File: config.mk
export PLATFORM = sky130hd
export DESIGN_NAME = decode_read_stage
export DESIGN_NICKNAME = d
export VERILOG_FILES = /design/src/rtl/rv_pkg.sv /design/src/rtl/rv_regfile.sv /design/src/rtl/decode_read_stage.sv
export SDC_FILE = /design/constraint.sdc
export NUM_CORES = 2
export LEC_CHECK = 0
export BUFFER_PORTS_ARGS = -buffer_cell sky130_fd_sc_hd__buf_2
export CAP_MARGIN = 10
export CORE_MARGIN = 8
export CORE_UTILIZATION = 28
export CTS_CLUSTER_DIAMETER = 200
export CTS_CLUSTER_SIZE = 28
export DETAILED_ROUTE_END_ITERATION = 10
export GPL_TIMING_DRIVEN = 0
export PLACE_DENSITY = 0.39
export SYNTH_ARGS = -nofsm -noshare
export SYNTH_HDL_FRONTEND = slang
export SYNTH_SLANG_ARGS = --single-unit
File: constraint.sdc
create_clock -name clk -period 4.1 [get_ports clk]
set_input_delay 0 -clock clk [delete_from_list [all_inputs] [get_ports clk]]
set_output_delay 0 -clock clk [all_outputs]
set_load 0.02 [all_outputs]
File: src/rtl/rv_pkg.sv
// Shared RV32 decode definitions: opcodes, funct3 codes, ALU encodings,
// immediate formats, the decoded-control bundle and the immediate generator.
package rv_pkg;

    localparam logic [6:0] OPC_LUI     = 7'b0110111;
    localparam logic [6:0] OPC_AUIPC   = 7'b0010111;
    localparam logic [6:0] OPC_JAL     = 7'b1101111;
    localparam logic [6:0] OPC_JALR    = 7'b1100111;
    localparam logic [6:0] OPC_BRANCH  = 7'b1100011;
    localparam logic [6:0] OPC_LOAD    = 7'b0000011;
    localparam logic [6:0] OPC_STORE   = 7'b0100011;
    localparam logic [6:0] OPC_OPIMM   = 7'b0010011;
    localparam logic [6:0] OPC_OP      = 7'b0110011;
    localparam logic [6:0] OPC_MISCMEM = 7'b0001111;
    localparam logic [6:0] OPC_SYSTEM  = 7'b1110011;

    localparam logic [2:0] F3_ADD_SUB = 3'b000;
    localparam logic [2:0] F3_SLL     = 3'b001;
    localparam logic [2:0] F3_SLT     = 3'b010;
    localparam logic [2:0] F3_SLTU    = 3'b011;
    localparam logic [2:0] F3_XOR     = 3'b100;
    localparam logic [2:0] F3_SR      = 3'b101;
    localparam logic [2:0] F3_OR      = 3'b110;
    localparam logic [2:0] F3_AND     = 3'b111;
    localparam logic [2:0] F3_PRIV    = 3'b000;

    typedef enum logic [3:0] {
        ALU_ADD   = 4'd0,
        ALU_SUB   = 4'd1,
        ALU_SLL   = 4'd2,
        ALU_SLT   = 4'd3,
        ALU_SLTU  = 4'd4,
        ALU_XOR   = 4'd5,
        ALU_SRL   = 4'd6,
        ALU_SRA   = 4'd7,
        ALU_OR    = 4'd8,
        ALU_AND   = 4'd9,
        ALU_PASSB = 4'd10
    } alu_op_e;

    typedef enum logic [2:0] {
        IMM_NONE = 3'd0,
        IMM_I    = 3'd1,
        IMM_S    = 3'd2,
        IMM_B    = 3'd3,
        IMM_U    = 3'd4,
        IMM_J    = 3'd5
    } imm_fmt_e;

    typedef struct packed {
        alu_op_e  alu_op;
        logic     a_sel;
        logic     b_sel;
        logic     reg_we;
        logic     mem_we;
        logic     mem_re;
        logic     csr;
        logic     csr_imm;
        logic     rs1_used;
        logic     rs2_used;
        logic     illegal;
        imm_fmt_e imm_fmt;
    } ctrl_t;

    function automatic logic [31:0] imm_gen(input logic [31:0] ins, input imm_fmt_e fmt);
        logic [31:0] imm;
        imm = '0;
        case (fmt)
            IMM_I:   imm = {{20{ins[31]}}, ins[31:20]};
            IMM_S:   imm = {{20{ins[31]}}, ins[31:25], ins[11:7]};
            IMM_B:   imm = {{19{ins[31]}}, ins[31], ins[7], ins[30:25], ins[11:8], 1'b0};
            IMM_U:   imm = {ins[31:12], 12'b0};
            IMM_J:   imm = {{11{ins[31]}}, ins[31], ins[19:12], ins[20], ins[30:21], 1'b0};
            default: imm = '0;
        endcase
        return imm;
    endfunction

endpackage

File: src/rtl/rv_regfile.sv
// Architectural register file: two asynchronous read ports, one synchronous
// write port; x0 and indices beyond NREGS read as zero and are never written.
module rv_regfile
    import rv_pkg::*;
#(
    parameter int NREGS = 32,
    parameter int XLEN  = 32
) (
    input  logic            i_clk,
    input  logic [4:0]      i_ra1,
    input  logic [4:0]      i_ra2,
    output logic [XLEN-1:0] o_rd1,
    output logic [XLEN-1:0] o_rd2,
    input  logic            i_we,
    input  logic [4:0]      i_wa,
    input  logic [XLEN-1:0] i_wd
);

    localparam int AW = $clog2(NREGS);

    logic [XLEN-1:0] r_mem [NREGS];
    logic            w_wr_ok;
    logic            w_rd1_ok;
    logic            w_rd2_ok;

    assign w_wr_ok  = i_we && (i_wa != 5'd0) && (32'(i_wa) < NREGS);
    assign w_rd1_ok = (i_ra1 != 5'd0) && (32'(i_ra1) < NREGS);
    assign w_rd2_ok = (i_ra2 != 5'd0) && (32'(i_ra2) < NREGS);

    always_ff @(posedge i_clk) begin
        if (w_wr_ok) begin
            r_mem[i_wa[AW-1:0]] <= i_wd;
        end
    end

    assign o_rd1 = w_rd1_ok ? r_mem[i_ra1[AW-1:0]] : '0;
    assign o_rd2 = w_rd2_ok ? r_mem[i_ra2[AW-1:0]] : '0;

endmodule

File: src/rtl/decode_read_stage.sv
// RV32 decode / register-read stage: decodes one instruction per cycle, reads
// operands with EX bypass and writeback write-through, and stalls on load-use.
module decode_read_stage
    import rv_pkg::*;
#(
    parameter int XLEN      = 32,
    parameter int NREGS     = 32,
    parameter int BYPASS_EN = 1,
    parameter int CSR_EN    = 1
) (
    input  logic            clk,
    input  logic            rst,
    input  logic            in_valid,
    output logic            in_ready,
    input  logic [XLEN-1:0] in_pc,
    input  logic [31:0]     in_instr,
    input  logic            flush,
    output logic            out_valid,
    input  logic            out_ready,
    output logic [XLEN-1:0] out_pc,
    output logic [XLEN-1:0] out_rs1_val,
    output logic [XLEN-1:0] out_rs2_val,
    output logic [4:0]      out_rd,
    output logic [4:0]      out_rs1,
    output logic [4:0]      out_rs2,
    output logic [XLEN-1:0] out_imm,
    output logic [3:0]      out_alu_op,
    output logic            out_a_sel,
    output logic            out_b_sel,
    output logic            out_reg_we,
    output logic            out_mem_we,
    output logic            out_mem_re,
    output logic [2:0]      out_funct3,
    output logic            out_csr,
    output logic            out_csr_imm,
    output logic            out_illegal,
    input  logic            wb_we,
    input  logic [4:0]      wb_addr,
    input  logic [XLEN-1:0] wb_data,
    input  logic            ex_valid,
    input  logic [4:0]      ex_rd,
    input  logic            ex_reg_we,
    input  logic            ex_is_load,
    input  logic [XLEN-1:0] ex_data
);

    function automatic alu_op_e alu_sel(input logic [2:0] f3, input logic alt, input logic is_op);
        alu_op_e op;
        op = ALU_ADD;
        case (f3)
            F3_ADD_SUB: op = (alt && is_op) ? ALU_SUB : ALU_ADD;
            F3_SLL:     op = ALU_SLL;
            F3_SLT:     op = ALU_SLT;
            F3_SLTU:    op = ALU_SLTU;
            F3_XOR:     op = ALU_XOR;
            F3_SR:      op = alt ? ALU_SRA : ALU_SRL;
            F3_OR:      op = ALU_OR;
            F3_AND:     op = ALU_AND;
            default:    op = ALU_ADD;
        endcase
        return op;
    endfunction

    function automatic logic [XLEN-1:0] fwd(
        input logic [4:0]      idx,
        input logic [XLEN-1:0] rf_val,
        input logic            ex_ok,
        input logic [4:0]      exrd,
        input logic [XLEN-1:0] exdat,
        input logic            wbwe,
        input logic [4:0]      wbaddr,
        input logic [XLEN-1:0] wbdat
    );
        logic [XLEN-1:0] v;
        if (idx == 5'd0) begin
            v = '0;
        end else if (ex_ok && (exrd == idx)) begin
            v = exdat;
        end else if (wbwe && (wbaddr == idx)) begin
            v = wbdat;
        end else begin
            v = rf_val;
        end
        return v;
    endfunction

    // ---- p0: decode, operand read, hazard detection ----
    logic [6:0]      w_opc_p0;
    logic [4:0]      w_rd_p0;
    logic [4:0]      w_rs1_p0;
    logic [4:0]      w_rs2_p0;
    logic [2:0]      w_f3_p0;
    ctrl_t           w_ctl_p0;
    logic [XLEN-1:0] w_imm_p0;
    logic [XLEN-1:0] w_rf1_p0;
    logic [XLEN-1:0] w_rf2_p0;
    logic [XLEN-1:0] w_rs1_val_p0;
    logic [XLEN-1:0] w_rs2_val_p0;
    logic            w_ex_fwd;
    logic            w_hz;
    logic            w_adv;
    logic            w_take;
    logic            w_wb_ok;

    logic            r_vld_p1;
    logic [XLEN-1:0] r_pc_p1;
    logic [XLEN-1:0] r_rs1_val_p1;
    logic [XLEN-1:0] r_rs2_val_p1;
    logic [4:0]      r_rd_p1;
    logic [4:0]      r_rs1_p1;
    logic [4:0]      r_rs2_p1;
    logic [XLEN-1:0] r_imm_p1;
    logic [3:0]      r_alu_op_p1;
    logic            r_a_sel_p1;
    logic            r_b_sel_p1;
    logic            r_reg_we_p1;
    logic            r_mem_we_p1;
    logic            r_mem_re_p1;
    logic [2:0]      r_funct3_p1;
    logic            r_csr_p1;
    logic            r_csr_imm_p1;
    logic            r_illegal_p1;

    assign w_opc_p0 = in_instr[6:0];
    assign w_rd_p0  = in_instr[11:7];
    assign w_f3_p0  = in_instr[14:12];
    assign w_rs1_p0 = in_instr[19:15];
    assign w_rs2_p0 = in_instr[24:20];

    always_comb begin
        w_ctl_p0         = '0;
        w_ctl_p0.alu_op  = ALU_ADD;
        w_ctl_p0.b_sel   = 1'b1;
        w_ctl_p0.imm_fmt = IMM_NONE;
        case (w_opc_p0)
            OPC_LUI: begin
                w_ctl_p0.imm_fmt = IMM_U;
                w_ctl_p0.reg_we  = 1'b1;
                w_ctl_p0.alu_op  = ALU_PASSB;
            end
            OPC_AUIPC, OPC_JAL: begin
                w_ctl_p0.imm_fmt = (w_opc_p0 == OPC_JAL) ? IMM_J : IMM_U;
                w_ctl_p0.reg_we  = 1'b1;
                w_ctl_p0.a_sel   = 1'b1;
            end
            OPC_JALR: begin
                w_ctl_p0.imm_fmt  = IMM_I;
                w_ctl_p0.reg_we   = 1'b1;
                w_ctl_p0.rs1_used = 1'b1;
            end
            OPC_BRANCH: begin
                w_ctl_p0.imm_fmt  = IMM_B;
                w_ctl_p0.a_sel    = 1'b1;
                w_ctl_p0.rs1_used = 1'b1;
                w_ctl_p0.rs2_used = 1'b1;
            end
            OPC_LOAD: begin
                w_ctl_p0.imm_fmt  = IMM_I;
                w_ctl_p0.reg_we   = 1'b1;
                w_ctl_p0.mem_re   = 1'b1;
                w_ctl_p0.rs1_used = 1'b1;
            end
            OPC_STORE: begin
                w_ctl_p0.imm_fmt  = IMM_S;
                w_ctl_p0.mem_we   = 1'b1;
                w_ctl_p0.rs1_used = 1'b1;
                w_ctl_p0.rs2_used = 1'b1;
            end
            OPC_OPIMM: begin
                w_ctl_p0.imm_fmt  = IMM_I;
                w_ctl_p0.reg_we   = 1'b1;
                w_ctl_p0.rs1_used = 1'b1;
                w_ctl_p0.alu_op   = alu_sel(w_f3_p0, in_instr[30], 1'b0);
            end
            OPC_OP: begin
                w_ctl_p0.b_sel    = 1'b0;
                w_ctl_p0.reg_we   = 1'b1;
                w_ctl_p0.rs1_used = 1'b1;
                w_ctl_p0.rs2_used = 1'b1;
                w_ctl_p0.alu_op   = alu_sel(w_f3_p0, in_instr[30], 1'b1);
            end
            OPC_MISCMEM: begin
                w_ctl_p0.imm_fmt = IMM_I;
            end
            OPC_SYSTEM: begin
                // funct3 == 0 is ECALL/EBREAK/xRET; anything else is a CSR access
                w_ctl_p0.imm_fmt = IMM_I;
                if (w_f3_p0 != F3_PRIV) begin
                    w_ctl_p0.csr      = 1'b1;
                    w_ctl_p0.csr_imm  = w_f3_p0[2];
                    w_ctl_p0.rs1_used = !w_f3_p0[2];
                    w_ctl_p0.reg_we   = 1'b1;
                    w_ctl_p0.alu_op   = ALU_PASSB;
                    w_ctl_p0.illegal  = (CSR_EN == 0);
                end
            end
            default: begin
                w_ctl_p0.illegal = 1'b1;
            end
        endcase
        if ((w_ctl_p0.rs1_used && (32'(w_rs1_p0) >= NREGS)) ||
            (w_ctl_p0.rs2_used && (32'(w_rs2_p0) >= NREGS)) ||
            (w_ctl_p0.reg_we   && (32'(w_rd_p0)  >= NREGS))) begin
            w_ctl_p0.illegal = 1'b1;
        end
        if (w_rd_p0 == 5'd0) begin
            w_ctl_p0.reg_we = 1'b0;
        end
    end

    assign w_imm_p0 = imm_gen(in_instr, w_ctl_p0.imm_fmt);

    rv_regfile #(
        .NREGS (NREGS),
        .XLEN  (XLEN)
    ) u_rf (
        .i_clk (clk),
        .i_ra1 (w_rs1_p0),
        .i_ra2 (w_rs2_p0),
        .o_rd1 (w_rf1_p0),
        .o_rd2 (w_rf2_p0),
        .i_we  (wb_we),
        .i_wa  (wb_addr),
        .i_wd  (wb_data)
    );

    assign w_ex_fwd     = ex_valid && ex_reg_we && !ex_is_load && (BYPASS_EN != 0);
    assign w_rs1_val_p0 = fwd(w_rs1_p0, w_rf1_p0, w_ex_fwd, ex_rd, ex_data, wb_we, wb_addr, wb_data);
    assign w_rs2_val_p0 = fwd(w_rs2_p0, w_rf2_p0, w_ex_fwd, ex_rd, ex_data, wb_we, wb_addr, wb_data);

    // Without bypass every EX-produced operand must wait, not only loads.
    assign w_hz = ex_valid && ex_reg_we && (ex_rd != 5'd0) &&
                  ((w_ctl_p0.rs1_used && (ex_rd == w_rs1_p0)) ||
                   (w_ctl_p0.rs2_used && (ex_rd == w_rs2_p0))) &&
                  (ex_is_load || (BYPASS_EN == 0));

    assign w_adv    = !r_vld_p1 || out_ready;
    assign in_ready = w_adv && !w_hz && !flush;
    assign w_take   = in_valid && !w_hz;
    assign w_wb_ok  = wb_we && (wb_addr != 5'd0) && (32'(wb_addr) < NREGS);

    // ---- p1: registered bundle toward execute ----
    always_ff @(posedge clk) begin
        if (rst) begin
            r_vld_p1     <= 1'b0;
            r_pc_p1      <= '0;
            r_rs1_val_p1 <= '0;
            r_rs2_val_p1 <= '0;
            r_rd_p1      <= '0;
            r_rs1_p1     <= '0;
            r_rs2_p1     <= '0;
            r_imm_p1     <= '0;
            r_alu_op_p1  <= '0;
            r_a_sel_p1   <= 1'b0;
            r_b_sel_p1   <= 1'b0;
            r_reg_we_p1  <= 1'b0;
            r_mem_we_p1  <= 1'b0;
            r_mem_re_p1  <= 1'b0;
            r_funct3_p1  <= '0;
            r_csr_p1     <= 1'b0;
            r_csr_imm_p1 <= 1'b0;
            r_illegal_p1 <= 1'b0;
        end else if (flush) begin
            r_vld_p1 <= 1'b0;
        end else if (w_adv) begin
            r_vld_p1 <= w_take;
            if (w_take) begin
                r_pc_p1      <= in_pc;
                r_rs1_val_p1 <= w_rs1_val_p0;
                r_rs2_val_p1 <= w_rs2_val_p0;
                r_rd_p1      <= w_rd_p0;
                r_rs1_p1     <= w_rs1_p0;
                r_rs2_p1     <= w_rs2_p0;
                r_imm_p1     <= w_imm_p0;
                r_alu_op_p1  <= w_ctl_p0.alu_op;
                r_a_sel_p1   <= w_ctl_p0.a_sel;
                r_b_sel_p1   <= w_ctl_p0.b_sel;
                r_reg_we_p1  <= w_ctl_p0.reg_we && !w_ctl_p0.illegal;
                r_mem_we_p1  <= w_ctl_p0.mem_we && !w_ctl_p0.illegal;
                r_mem_re_p1  <= w_ctl_p0.mem_re && !w_ctl_p0.illegal;
                r_funct3_p1  <= w_f3_p0;
                r_csr_p1     <= w_ctl_p0.csr;
                r_csr_imm_p1 <= w_ctl_p0.csr_imm;
                r_illegal_p1 <= w_ctl_p0.illegal;
            end
        end else begin
            // Held bundle: pick up writebacks so operands never go stale.
            if (w_wb_ok && (wb_addr == r_rs1_p1)) begin
                r_rs1_val_p1 <= wb_data;
            end
            if (w_wb_ok && (wb_addr == r_rs2_p1)) begin
                r_rs2_val_p1 <= wb_data;
            end
        end
    end

    assign out_valid   = r_vld_p1;
    assign out_pc      = r_pc_p1;
    assign out_rs1_val = r_rs1_val_p1;
    assign out_rs2_val = r_rs2_val_p1;
    assign out_rd      = r_rd_p1;
    assign out_rs1     = r_rs1_p1;
    assign out_rs2     = r_rs2_p1;
    assign out_imm     = r_imm_p1;
    assign out_alu_op  = r_alu_op_p1;
    assign out_a_sel   = r_a_sel_p1;
    assign out_b_sel   = r_b_sel_p1;
    assign out_reg_we  = r_reg_we_p1;
    assign out_mem_we  = r_mem_we_p1;
    assign out_mem_re  = r_mem_re_p1;
    assign out_funct3  = r_funct3_p1;
    assign out_csr     = r_csr_p1;
    assign out_csr_imm = r_csr_imm_p1;
    assign out_illegal = r_illegal_p1;

endmodule

==> load_flow_metrics.sql <==
INSERT INTO impl_metrics (metric_group, metric, value, unit) VALUES
('drt', 'routed_via_density', '5.625', ''),
('timing', 'timing.max_slew.rel_slack', '7.115', '%'),
('timing', 'final_hold_viol_count', '0', ''),
('power', 'total_leakage_power', '21.20', 'nW'),
('timing', 'final.setup.tns', '0', 'ns'),
('clock_tree', 'worstSkewPairLatency', '0.73', 'ns'),
('floorplanning', 'start_util', '28.14', '%'),
('power', 'design_power_total', '23.31', 'mW'),
('clock_tree', 'post_cts.resized_instances', '0', ''),
('yosys', 'synth_sequential_area_ratio', '61.21', '%'),
('clock_tree', 'path_clk_slew', '0.12', 'ns'),
('setup_path', 'timing.critical_path.fanout_max', '10', ''),
('setup_path', 'timing.reg2reg.worst_path_depth', '8', ''),
('run', 'maxCapViolations', '0', ''),
('yosys', 'synth_seq_cells', '1183', ''),
('min_path', 'hold-path-endpoint', 'out_mem_we', ''),
('finish', 'seqCellArea', '33930', 'um^2'),
('timing', 'tightestPinTransition', '1.381', 'ns'),
('drt', 'routed_wl', '252700', 'um'),
('finish', 'layout.cells.most_common', 'edfxtp_1', ''),
('floorplanning', 'floorplan.die.height', '461.0', 'um'),
('global_routing', 'grt_overflow_total', '0', ''),
('setup_path', 'r2r_slack', '0.21', 'ns'),
('power', 'power_per_cell_area', '360.1', 'nW/um^2'),
('clock_tree', 'cts_inserted_buffers', '48', ''),
('placement', 'placedCellCount', '6600', ''),
('min_path', 'whs_path_depth', '5', ''),
('timing', 'fmaxAchievable', '0.2567', 'GHz'),
('finish', 'fin_nets', '4300', ''),
('clock_tree', 'post_cts_hold_buffer_count', '141', ''),
('yosys', 'share_of_synthesized_flip_flops_with_an_asynchronous_set_or_reset', '0', '%'),
('min_path', 'hp-start', 'in_valid', ''),
('timing', 'final_min_period_over_clock_period', '95.00', '%'),
('drt', 'final_antenna_net_count', '0', ''),
('clock_tree', 'max-clock-path-buffers', '3', ''),
('clock_tree', 'clock_tree.root_cell', 'clkbuf_16', ''),
('finish', 'final_cell_mix', 'edfxtp_1 (1,024), buf_2 (382), mux2i_1 (377)', ''),
('floorplanning', 'top_level_ports', '307', ''),
('setup_path', 'critical_path.reg2reg.startpoint', 'out_valid', ''),
('yosys', 'syn-instance-count', '3580', ''),
('setup_path', 'worst_setup_path_start_kind', 'flop', ''),
('timing', 'setup_viol', '0', ''),
('timing', 'slew_violations', '0', ''),
('floorplanning', 'std_cell_rows', '163', ''),
('floorplanning', 'core_area', '197000', 'um^2'),
('setup_path', 'crit_path_end_kind', 'flop', ''),
('finish', 'layout_cells_excl_fill', '6839', ''),
('timing', 'grt_setup_unrepaired', 'false', ''),
('setup_path', 'crit_arrival', '4.53', 'ns'),
('global_routing', 'grt_antenna_before_repair', '19', ''),
('drt', 'iteration_count_of_the_initial_detailed_routing_pass', '8', ''),
('placement', 'dp_hpwl', '184400', 'um'),
('floorplanning', 'dieArea', '212500', 'um^2'),
('status', 'run_status', 'finished clean', ''),
('floorplanning', 'die_w', '461.0', 'um'),
('setup_path', 'critical_path_class', 'reg -> reg', ''),
('clock_tree', 'post-cts-setup-buffer-count', '0', ''),
('placement', 'count_of_buffers_from_port_buffering', '292', ''),
('setup_path', 'timing.critical_path.required', '4.74', 'ns'),
('yosys', 'ys.flop_type', 'edfxtp_1', ''),
('yosys', 'number_of_enable_type_register_cells_in_the_synthesized_netlist', '1024', ''),
('drt', 'drc', '0', ''),
('finish', 'area_of_combinational_cells_with_multiple_inputs', '20240', 'um^2'),
('clock_tree', 'cts_tree', 'yes', ''),
('yosys', 'syn_area_per_cell', '15.48', 'um^2'),
('clock_tree', 'sink_count_of_the_clock_tree', '1183', ''),
('yosys', 'synth.distinct_cells', '79', ''),
('global_routing', 'grt_max_degree', '35', ''),
('timing', 'finalClockSkew', '0.05080', 'ns'),
('finish', 'drive_gt1_share', '23.28', '%'),
('finish', 'num-fill-cells', '19390', '');
cells in the mapped netlist, drive strengths merged (3+ instances only):
master   instances  area, um^2
nand2          207       784.5
o41ai            3       63.81
inv              5       18.77
o2111ai         33       301.5
clkbuf         151       566.8
o22ai           79       494.2
and2             5       31.28
a22oi           52       390.4
nand4           14       102.6
nor4            39       244.0
nor2b           10       70.06
a311oi          42       367.9
o31ai           12       95.09
edfxtp        1024       30750
o211ai           3       27.52
a32oi           10       87.58
a31oi           30       187.7
nor2           157       596.8
o311ai          21       183.9
or2              6       37.54
xnor2           20       175.2
a221oi          15       193.9
a21oi          210        1051
a211oi          16       170.2
or3              3       18.77
xor2            10       87.58
o221ai         181        1585
mux2i          377        3774
and3            18       112.6
nand3b           8       60.06
dfxtp          159        3183
nand3           33       165.2
nand2b           7       43.79
a31o            10       87.58
nor3            13       81.33
mux4           333        7500
buf            166        1020
o2bb2ai         24       210.2
o21ai           32       160.2
mux2             3       33.78
o21bai          16       123.9
registers in the layout, indices dropped and copies added (netlist names), 4 cells and up:
| signal | flops |
|---|---|
| out_rs2 | 5 |
| out_rs1 | 5 |
| out_rs2_val | 32 |
| out_alu_op | 4 |
| out_rd | 5 |
| out_rs1_val | 32 |
| out_imm | 32 |
| u_rf.r_mem | 1024 |
| out_pc | 32 |
cell families after synthesis:
group	after synthesis	synth area share, %
buffers and inverters	323	2.903
other	1	0.006765
XOR/XNOR	30	0.4740
flip-flops	1183	61.21
multiplexers	713	20.40
AND/OR/NAND/NOR	528	4.354
AO/OA/AOI/OAI	802	10.65
layout make-up:
class	count	area share, %
Timing Repair Buffer	492	6.500
Inverter	6	0.03479
Antenna cell	6	0.02319
Sequential cell	1183	52.42
Multi-Input combinational cell	2105	31.27
Clock inverter	3	0.07344
Clock buffer	87	2.114
Tap cell	2640	5.102
Buffer	317	2.468
critical path, cell delays in order, from the launching register on:
cell and delay [ns]:
dfxtp_1 0.36, nor2b_1 0.85, o2111ai_2 0.27, nor4_1 0.33, a31oi_1 0.34, nand2_1 0.46
clkbuf_1 0.60, o311ai_1 0.39, a21oi_1 0.21
per-stage QoR:
| stage | worst slack [ns] | util (%) | instance area (um^2) |
|---|---|---|---|
| 6_report | 0.2050 | 32.86 | 64740 |
| 5_1_grt | 0.2711 | 32.85 | 64730 |
| 4_1_cts | 0.4187 | 32.84 | 64690 |
| 3_5_place_dp | 0.1442 | 31.40 | 61860 |
| 3_3_place_gp | -1.592 | 30.62 | 60320 |
| 2_1_floorplan | 1.611 | - | 55550 |
layer usage:
layer	wire length (um)	global-route usage, %	share of wire (%)
met5	27	0	0.011
met4	13540	10.02	5.4
met3	16650	3.666	6.6
met2	119500	38.13	47
met1	102900	29.56	41
how the worst max path moves through the flow:
stage / startpoint / end
6_report: out_valid / out_rs2_val[28]
5_1_grt: out_valid / out_rs2_val[28]
4_1_cts: out_valid / out_rs2_val[28]
2_1_floorplan: wb_we / u_rf.r_mem[12][0]
3_3_place_gp: wb_we / u_rf.r_mem[4][20]
3_5_place_dp: in_instr[17] / out_rs1_val[4]
power breakdown:
part	internal, mW	switching [mW]
combinational	1.12	2.33
clock	2.33	4.07
sequential	13.3	0.180
Note: power is estimated with default switching activity, not from simulation.
